[config.mk]
export PLATFORM = sky130hd
export DESIGN_NAME = paddle_pot_emu
export DESIGN_NICKNAME = d
export VERILOG_FILES = /design/src/rtl/ay38500_pkg.sv /design/src/rtl/paddle_pot_emu_rise_edge.sv /design/src/rtl/paddle_pot_emu.sv
export SDC_FILE = /design/constraint.sdc
export NUM_CORES = 1
export LEC_CHECK = 0
export ABC_AREA = 1
export BUFFER_PORTS_ARGS = -buffer_cell sky130_fd_sc_hd__buf_2
export CORE_MARGIN = 2
export CORE_UTILIZATION = 54
export CTS_BUF_LIST = sky130_fd_sc_hd__clkbuf_16
export DETAILED_ROUTE_END_ITERATION = 6
export PLACE_DENSITY = 0.81
export SLEW_MARGIN = 40
export SYNTH_ARGS = -nofsm -noshare
export SYNTH_HDL_FRONTEND = slang
export SYNTH_SLANG_ARGS = --single-unit
[constraint.sdc]
create_clock -name clk_sys -period 6.57 [get_ports clk_sys]
set_clock_uncertainty 0.2 [all_clocks]
set_input_delay 0.9855 -clock clk_sys [delete_from_list [all_inputs] [get_ports clk_sys]]
set_output_delay 0.9855 -clock clk_sys [all_outputs]
set_load 0.03 [all_outputs]
[src/rtl/ay38500_pkg.sv]
// Shared types for the AY-3-8500 paddle emulation: input modes, pot FSM states,
// digital direction, and the per-mode capture value selection.
package ay38500_pkg;

    typedef enum logic [1:0] {
        PAD_DIGITAL = 2'd0,
        PAD_Y       = 2'd1,
        PAD_X       = 2'd2,
        PAD_XINV    = 2'd3
    } paddle_mode_t;

    typedef enum logic {
        DONE  = 1'b0,
        COUNT = 1'b1
    } pot_state_t;

    typedef enum logic [1:0] {
        NONE = 2'd0,
        UP   = 2'd1,
        DOWN = 2'd2
    } dir_t;

    // Signed stick values are offset-binary converted so that centre maps to 128.
    function automatic logic [7:0] capture_sel(input paddle_mode_t m,
                                               input logic [15:0] a,
                                               input logic [7:0] p);
        logic [7:0] v;
        case (m)
            PAD_Y:    v = {~a[15], a[14:8]};
            PAD_X:    v = {~a[7], a[6:0]};
            PAD_XINV: v = {a[7], ~a[6:0]};
            default:  v = p;
        endcase
        return v;
    endfunction

endpackage

[src/rtl/paddle_pot_emu_rise_edge.sv]
// Rising-edge detector: one delay register plus an AND, all in the clk_sys domain.
module rise_edge (
    input  logic clk_sys,
    input  logic reset,
    input  logic sig,
    output logic rise
);

    logic sig_d;

    always_ff @(posedge clk_sys) begin
        if (reset) sig_d <= 1'b0;
        else       sig_d <= sig;
    end

    assign rise = sig & ~sig_d;

endmodule

[src/rtl/paddle_pot_emu.sv]
// One AY-3-8500 paddle pot/capacitor emulator: captures a per-frame line delay on
// vsync and counts it down on hsync; pot_out is high once the cap has discharged.
module paddle_pot_emu
    import ay38500_pkg::*;
#(
    parameter int POS_RESET    = 128,
    parameter int STEP_SLOW    = 5,
    parameter int STEP_FAST    = 8,
    parameter int ACCEL_FRAMES = 8,
    parameter int ACCEL_ADD    = 4,
    parameter int LINE_OFFSET  = 0
) (
    input  logic        clk_sys,
    input  logic        reset,
    input  logic        hs,
    input  logic        vs,
    input  logic [1:0]  mode,
    input  logic        speed_fast,
    input  logic        btn_up,
    input  logic        btn_down,
    input  logic [15:0] analog,
    output logic        pot_out,
    output logic        fired,
    output logic [7:0]  pos
);

    logic         hs_rise, vs_rise;
    logic [8:0]   cap, cap_next;
    logic         fired_next;
    pot_state_t   state, state_next;
    logic [3:0]   hold_cnt, hold_next;
    dir_t         hold_dir, dir;
    logic [7:0]   pos_next;
    logic [8:0]   step, pos_sum, pos_diff;
    paddle_mode_t pmode;

    assign pmode = paddle_mode_t'(mode);

    rise_edge u_hs_edge (.clk_sys(clk_sys), .reset(reset), .sig(hs), .rise(hs_rise));
    rise_edge u_vs_edge (.clk_sys(clk_sys), .reset(reset), .sig(vs), .rise(vs_rise));

    // A vsync capture takes priority over a coincident hsync decrement.
    always_comb begin
        cap_next   = cap;
        fired_next = 1'b0;
        if (vs_rise) begin
            cap_next = {1'b0, capture_sel(pmode, analog, pos)} + 9'(LINE_OFFSET);
        end else if (hs_rise && cap != 9'd0) begin
            cap_next   = cap - 9'd1;
            fired_next = (cap == 9'd1);
        end
    end

    always_comb begin
        if (btn_down)    dir = DOWN;
        else if (btn_up) dir = UP;
        else             dir = NONE;
    end

    always_comb begin
        step = 9'(speed_fast ? STEP_FAST : STEP_SLOW)
             + ((hold_cnt >= 4'(ACCEL_FRAMES)) ? 9'(ACCEL_ADD) : 9'd0);
        pos_sum  = {1'b0, pos} + step;
        pos_diff = {1'b0, pos} - step;
        case (dir)
            UP:      pos_next = ({1'b0, pos} < step) ? 8'd0 : pos_diff[7:0];
            DOWN:    pos_next = (pos_sum > 9'd255) ? 8'd255 : pos_sum[7:0];
            default: pos_next = pos;
        endcase
        if (dir == hold_dir && dir != NONE)
            hold_next = (hold_cnt == 4'd15) ? 4'd15 : hold_cnt + 4'd1;
        else
            hold_next = 4'd0;
    end

    always_ff @(posedge clk_sys) begin
        if (reset) begin
            cap      <= 9'd0;
            fired    <= 1'b0;
            pos      <= 8'(POS_RESET);
            hold_cnt <= 4'd0;
            hold_dir <= NONE;
        end else begin
            cap   <= cap_next;
            fired <= fired_next;
            if (vs_rise && pmode == PAD_DIGITAL) begin
                pos      <= pos_next;
                hold_cnt <= hold_next;
                hold_dir <= dir;
            end
        end
    end

    // FSM: state register / next-state / output; state tracks whether cap is nonzero.
    always_ff @(posedge clk_sys) begin
        if (reset) state <= DONE;
        else       state <= state_next;
    end

    always_comb begin
        state_next = (cap_next != 9'd0) ? COUNT : DONE;
    end

    always_comb begin
        pot_out = (state == DONE);
    end

endmodule

# Yosys cells after proc, flatten, opt, wreduce, memory -nomap -nowiden
# Cells that the tools add are included.
# word_totals
ff_bits,27
in_bits,25
out_inout_bits,10
elab_cells,56
# op_classes
addsub,5
magnitude_cmp,3
eq_ne,8
mux,13
bitwise,9
reduce_logical,10
# op_table
cell,count
$pmux W8 S3,1
$mux W9,2
$reduce_bool A9 Y1,2
$mux W8,2
$pmux W8 S2,1
$mux W4,3
$add A8 B5 Y9,1
$eq A9 B1 Y1 const B,1
$gt A9 B8 Y1 const B,1
$sub A9 B1 Y9 const B,1
$lt A8 B5 Y1,1
$sub A8 B5 Y8,1
$not A7 Y7,1
$eq A2 B2 Y1 const B,3
$not A1 Y1,6
$add A4 B3 Y5,1
$add A4 B1 Y4 const B,1
$eq A2 B1 Y1 const B,2
$eq A4 B4 Y1 const B,1
$ge A4 B4 Y1 const B,1
$reduce_bool A2 Y1,2
$logic_and A1 B1 Y1,3
$mux W3,1
$reduce_or A3 Y1,1
other kinds (6),8

# Longest topological paths before layout
# logic_depth
word_depth,7
depth_mapped,15
depth_no_buf,15

# Modules after synthesis
# A second synthesis with hierarchy kept.
# hier_totals
hier_cells,336
area_unflattened_um2,2164.6
# modules_own_cells
module,n_inst,cells_each,area_each_um2,seq_area_each_um2
paddle_pot_emu,1,328,2102.0,500.5
rise_edge,2,4,31.3,20.0

# Worst setup path after synthesis
# No wires, ideal clock.
# synth_timing
kind,input port to flip-flop
from,input speed_fast
to,register pos[7]
setup_ns,0.115
arrival_time_ns,2.579
t_required_ns,6.255
slack_ns,3.676
stages,15
n_path_buf,0
path_cell_list,inv_1 ha_1 inv_1 ha_1 nand3_1 nand2_1 nand3_1 nand2_1 nand2_1 nor2_1 nand3_1 o211ai_1 o21ai_1 nand2_1 nand2_1
# synth_between
elab_chain_len,6
elab_cells_between_ends,9
classes_between,3 x add/sub; 2 x order compare; 4 x mux
# synth_rtl
element,line_no,rtl
from (decl),paddle_pot_emu.sv:18,"input logic speed_fast,"
$mux W4 (*),paddle_pot_emu.sv:61,step = 9'(speed_fast ? STEP_FAST : STEP_SLOW)
$add A4 B3 Y5 (*),paddle_pot_emu.sv:62,+ ((hold_cnt >= 4'(ACCEL_FRAMES)) ? 9'(ACCEL_ADD) : 9'd0);
$add A8 B5 Y9,paddle_pot_emu.sv:63,"pos_sum = {1'b0, pos} + step;"
$gt A9 B8 Y1,paddle_pot_emu.sv:67,DOWN: pos_next = (pos_sum > 9'd255) ? 8'd255 : pos_sum[7:0];
$mux W8,paddle_pot_emu.sv:67,
$pmux W8 S2 (*),paddle_pot_emu.sv:65,case (dir)
to (signal assigned),paddle_pot_emu.sv:80,pos <= 8'(POS_RESET);
to (signal assigned),paddle_pot_emu.sv:87,pos <= pos_next;
to (decl),paddle_pot_emu.sv:24,output logic [7:0] pos
# Every way passes the cells marked *; elsewhere a longest branch is shown, timed or not.
# A chain may end at the register's enable or synchronous reset.

# Worst setup path after layout
# Same ends and word-level chain as after synthesis.

==> impl_metrics.csv <==
group,metric,value,unit
yosys,synth_warnings,0,
floorplanning,die_w,68.8,µm
power_and_ir_drop,total_power,0.484,mW
clocking,clk_pin_slew,70,ps
layout,fin_nets,424,
critical_path,path_class,"primary input to register",
yosys,synth_top_cell_by_area,"dfxtp_1",
critical_path,r2r-start,"hold_cnt[3]$_SDFFE_PP0P_",
layout,multi_input_area,1480,µm²
global_route,antenna_found_initial,0,
floorplanning,start_util,0.563,
critical_path,worst_setup_path_end_kind,"register",
detailed_routing,drc,0,
floorplanning,die_y,68.8,µm
floorplanning,core_area,4030,µm²
yosys,syn_area,2270,µm²
critical_path,worstPathMaxFanout,6,
global_route,grt.busiest_layer,"met2",
clocking,postCtsSetupBuffers,0,
yosys,seq_area_frac_synth,0.238,
power_and_ir_drop,p_per_area,190,nW/µm²
layout,area_growth,12.2,%
layout,antennaDiodeCount,0,
critical_path,cp.arrival,2880,ps
sta,rsz0062_at_grt,"no",
worst_hold_path,hold_path.class,"register to register",
sta,drv_slew,0,
layout,register_area,541,µm²
yosys,avgSynthCellArea,6.46,µm²
floorplanning,std_cell_rows,23,
yosys,synth_area_leaders,"dfxtp_1, nand2_1, ha_1",
critical_path,worstReg2RegEnd,"pos[7]$_SDFFE_PP1P_",
global_route,grt_util_all_layers,0.253,
clocking,cts_inserted_buffers,3,
clocking,cts_hold_repair.buffers,0,
layout,fill_cells,403,
yosys,synth_cell_types,35,
clocking,tritoncts,"built",
global_route,grt_max_degree,24,
sta,max_freq,342,MHz
floorplanning,dieArea,4740,µm²
clocking,clk_path_buf_depth,2,
yosys,syn_nets,392,
clocking,clock-sinks,27,
status,outcome,"finished, final reports clean",
sta,setup_viol,0,
clocking,clock_latency,260,ps
global_route,gr-usage-met1,0.321,
global_route,gr-total-overflow,0,
sta,hold_viol_final,0,
worst_hold_path,holdPathEnd,"hold_dir[1]$_SDFFE_PP0P_",
detailed_routing,firstDrtPassIters,4,
yosys,synth_edf_count,0,
floorplanning,io_pins,35,
sta,finalCritPeriodShare,0.445,
detailed_routing,routed_wirelength,5.28,mm
yosys,netlist_instances,351,
critical_path,rrSetupSlack,4020,ps
detailed_routing,dr.first_iter.drc_count,127,
placement,dp.final_hpwl,4.26,mm
clocking,cts-resized-gates,0,
power_and_ir_drop,irDropWorstVdd,104,µV
critical_path,critPathRequiredTime,6530,ps
yosys,ys_ff_latch,27,
layout,final_util,0.632,
sta,tightest_slew,431,ps
global_route,grt_pass1_wl,9.06,mm
critical_path,cp-start-kind,"primary input",
layout,drive_gt1_frac,0.194,
sta,finalSetupTns,0,ps
detailed_routing,num_vias,2278,
placement,portBuffers,34,
detailed_routing,avgViaCountPerCell,5.27,
sta,slew_headroom,0.713,
yosys,post-synth-top-area-fraction,0.238,
global_route,use_met2,0.459,
run,cap_viol_max_count,0,
clocking,htree_levels,1,
clocking,cts_root_buffer,"clkbuf_16",
yosys,synthArstFlopShare,0,
worst_hold_path,min_delay_path_depth,2,
critical_path,ff2ff_path_depth,15,
global_route,grt_use_met3,0.0244,
layout,final_common_cell,"nand2_1",
detailed_routing,ant_nets,0,
placement,place.gp.congestion,0.880,
sta,period_needed,2920,ps
yosys,yosys_most_used_dff,"dfxtp_1",
global_route,grt_pass1_vias,2077,
layout,final_cell_mix,"nand2_1, inv_1, buf_2",
power_and_ir_drop,p_leak,1.25,nW
worst_hold_path,min_from,"hold_dir[1]$_SDFFE_PP0P_",
detailed_routing,wl_per_cell,12.2,µm
-- metal layers --
layer / share of wire / routed length [µm]
met1: 0.46 / 2450
met2: 0.49 / 2610
met3: 0.033 / 172
met4: 0.0087 / 46
met5: 0 / 0
-- registers in the layout, indices dropped and copies added, names as in the netlist --
name / count
pos: 8
hold_dir: 2
u_hs_edge.sig_d: 1
fired: 1
cap: 9
state: 1
hold_cnt: 4
u_vs_edge.sig_d: 1
-- where the power goes --
group	internal (mW)	total [mW]	switching, mW
registers	0.173	0.184	0.0105
logic	0.0588	0.162	0.103
clock network	0.0827	0.139	0.0560
total	0.315	0.484	0.169
-- critical path, stage by stage --
cell and delay (ps):
buf_2 90, inv_1 80, ha_1 310, inv_1 40, ha_1 400, nand3_1 110, nand2_1 120, nand3_1 100
nand2_1 80, nand2_1 60, nor2_1 130, nand3_1 90, o211ai_1 80, o21ai_1 80, nand2_1 60, nand2_1 50
-- through the flow --
step                      instance area [µm²]  setup WS [ps]  hold slack (ps)  instances
after floorplan                          2270           3680              244        351
final                                    2550           3650              276        432
after CTS                                2550           3650              276        432
after global placement                   2460           3420              255        428
after detailed placement                 2460           3370              261        428
after global routing                     2550           3370              283        432
-- cells in the mapped netlist, types with 4 or more instances --
cell type and number:
dfxtp_1 27, a21oi_1 32, nand2_1 83, nor2_4 7, ha_1 16, inv_1 51, o21ai_0 13, o211ai_1 7
o21ai_1 8, nand3_2 4, inv_2 5, nor2_1 24, xor2_1 4, nand2_2 9, nand3_1 29
-- layout make-up --
| cell class | count | share of cell area |
|---|---|---|
| Sequential cell | 27 | 0.212 |
| Clock inverter | 1 | 0.00295 |
| Inverter | 57 | 0.0845 |
| Clock buffer | 3 | 0.0295 |
| Multi-Input combinational cell | 260 | 0.579 |
| Timing Repair Buffer | 34 | 0.0668 |
| Tap cell | 50 | 0.0246 |
-- kinds of logic after synthesis --
logic type      count (synthesis)  share of synthesized area
simple gates                  165                      0.350
buf+inv                        64                      0.111
flops                          27                      0.238
xor+xnor                        5                     0.0193
fa+ha+maj                      16                     0.0883
compound gates                 74                      0.193
-- how the worst max path moves through the flow --
stage	from	end	slack [ps]	cells past startpoint
4_1_cts	speed_fast	pos[7]$_SDFFE_PP1P_	3650	16
5_1_grt	speed_fast	pos[7]$_SDFFE_PP1P_	3370	16
2_1_floorplan	speed_fast	pos[7]$_SDFFE_PP1P_	3680	15
3_5_place_dp	speed_fast	pos[7]$_SDFFE_PP1P_	3370	16
6_report	speed_fast	pos[7]$_SDFFE_PP1P_	3650	16
3_3_place_gp	speed_fast	pos[7]$_SDFFE_PP1P_	3420	16
Note: power is estimated with default switching activity, not from simulation.
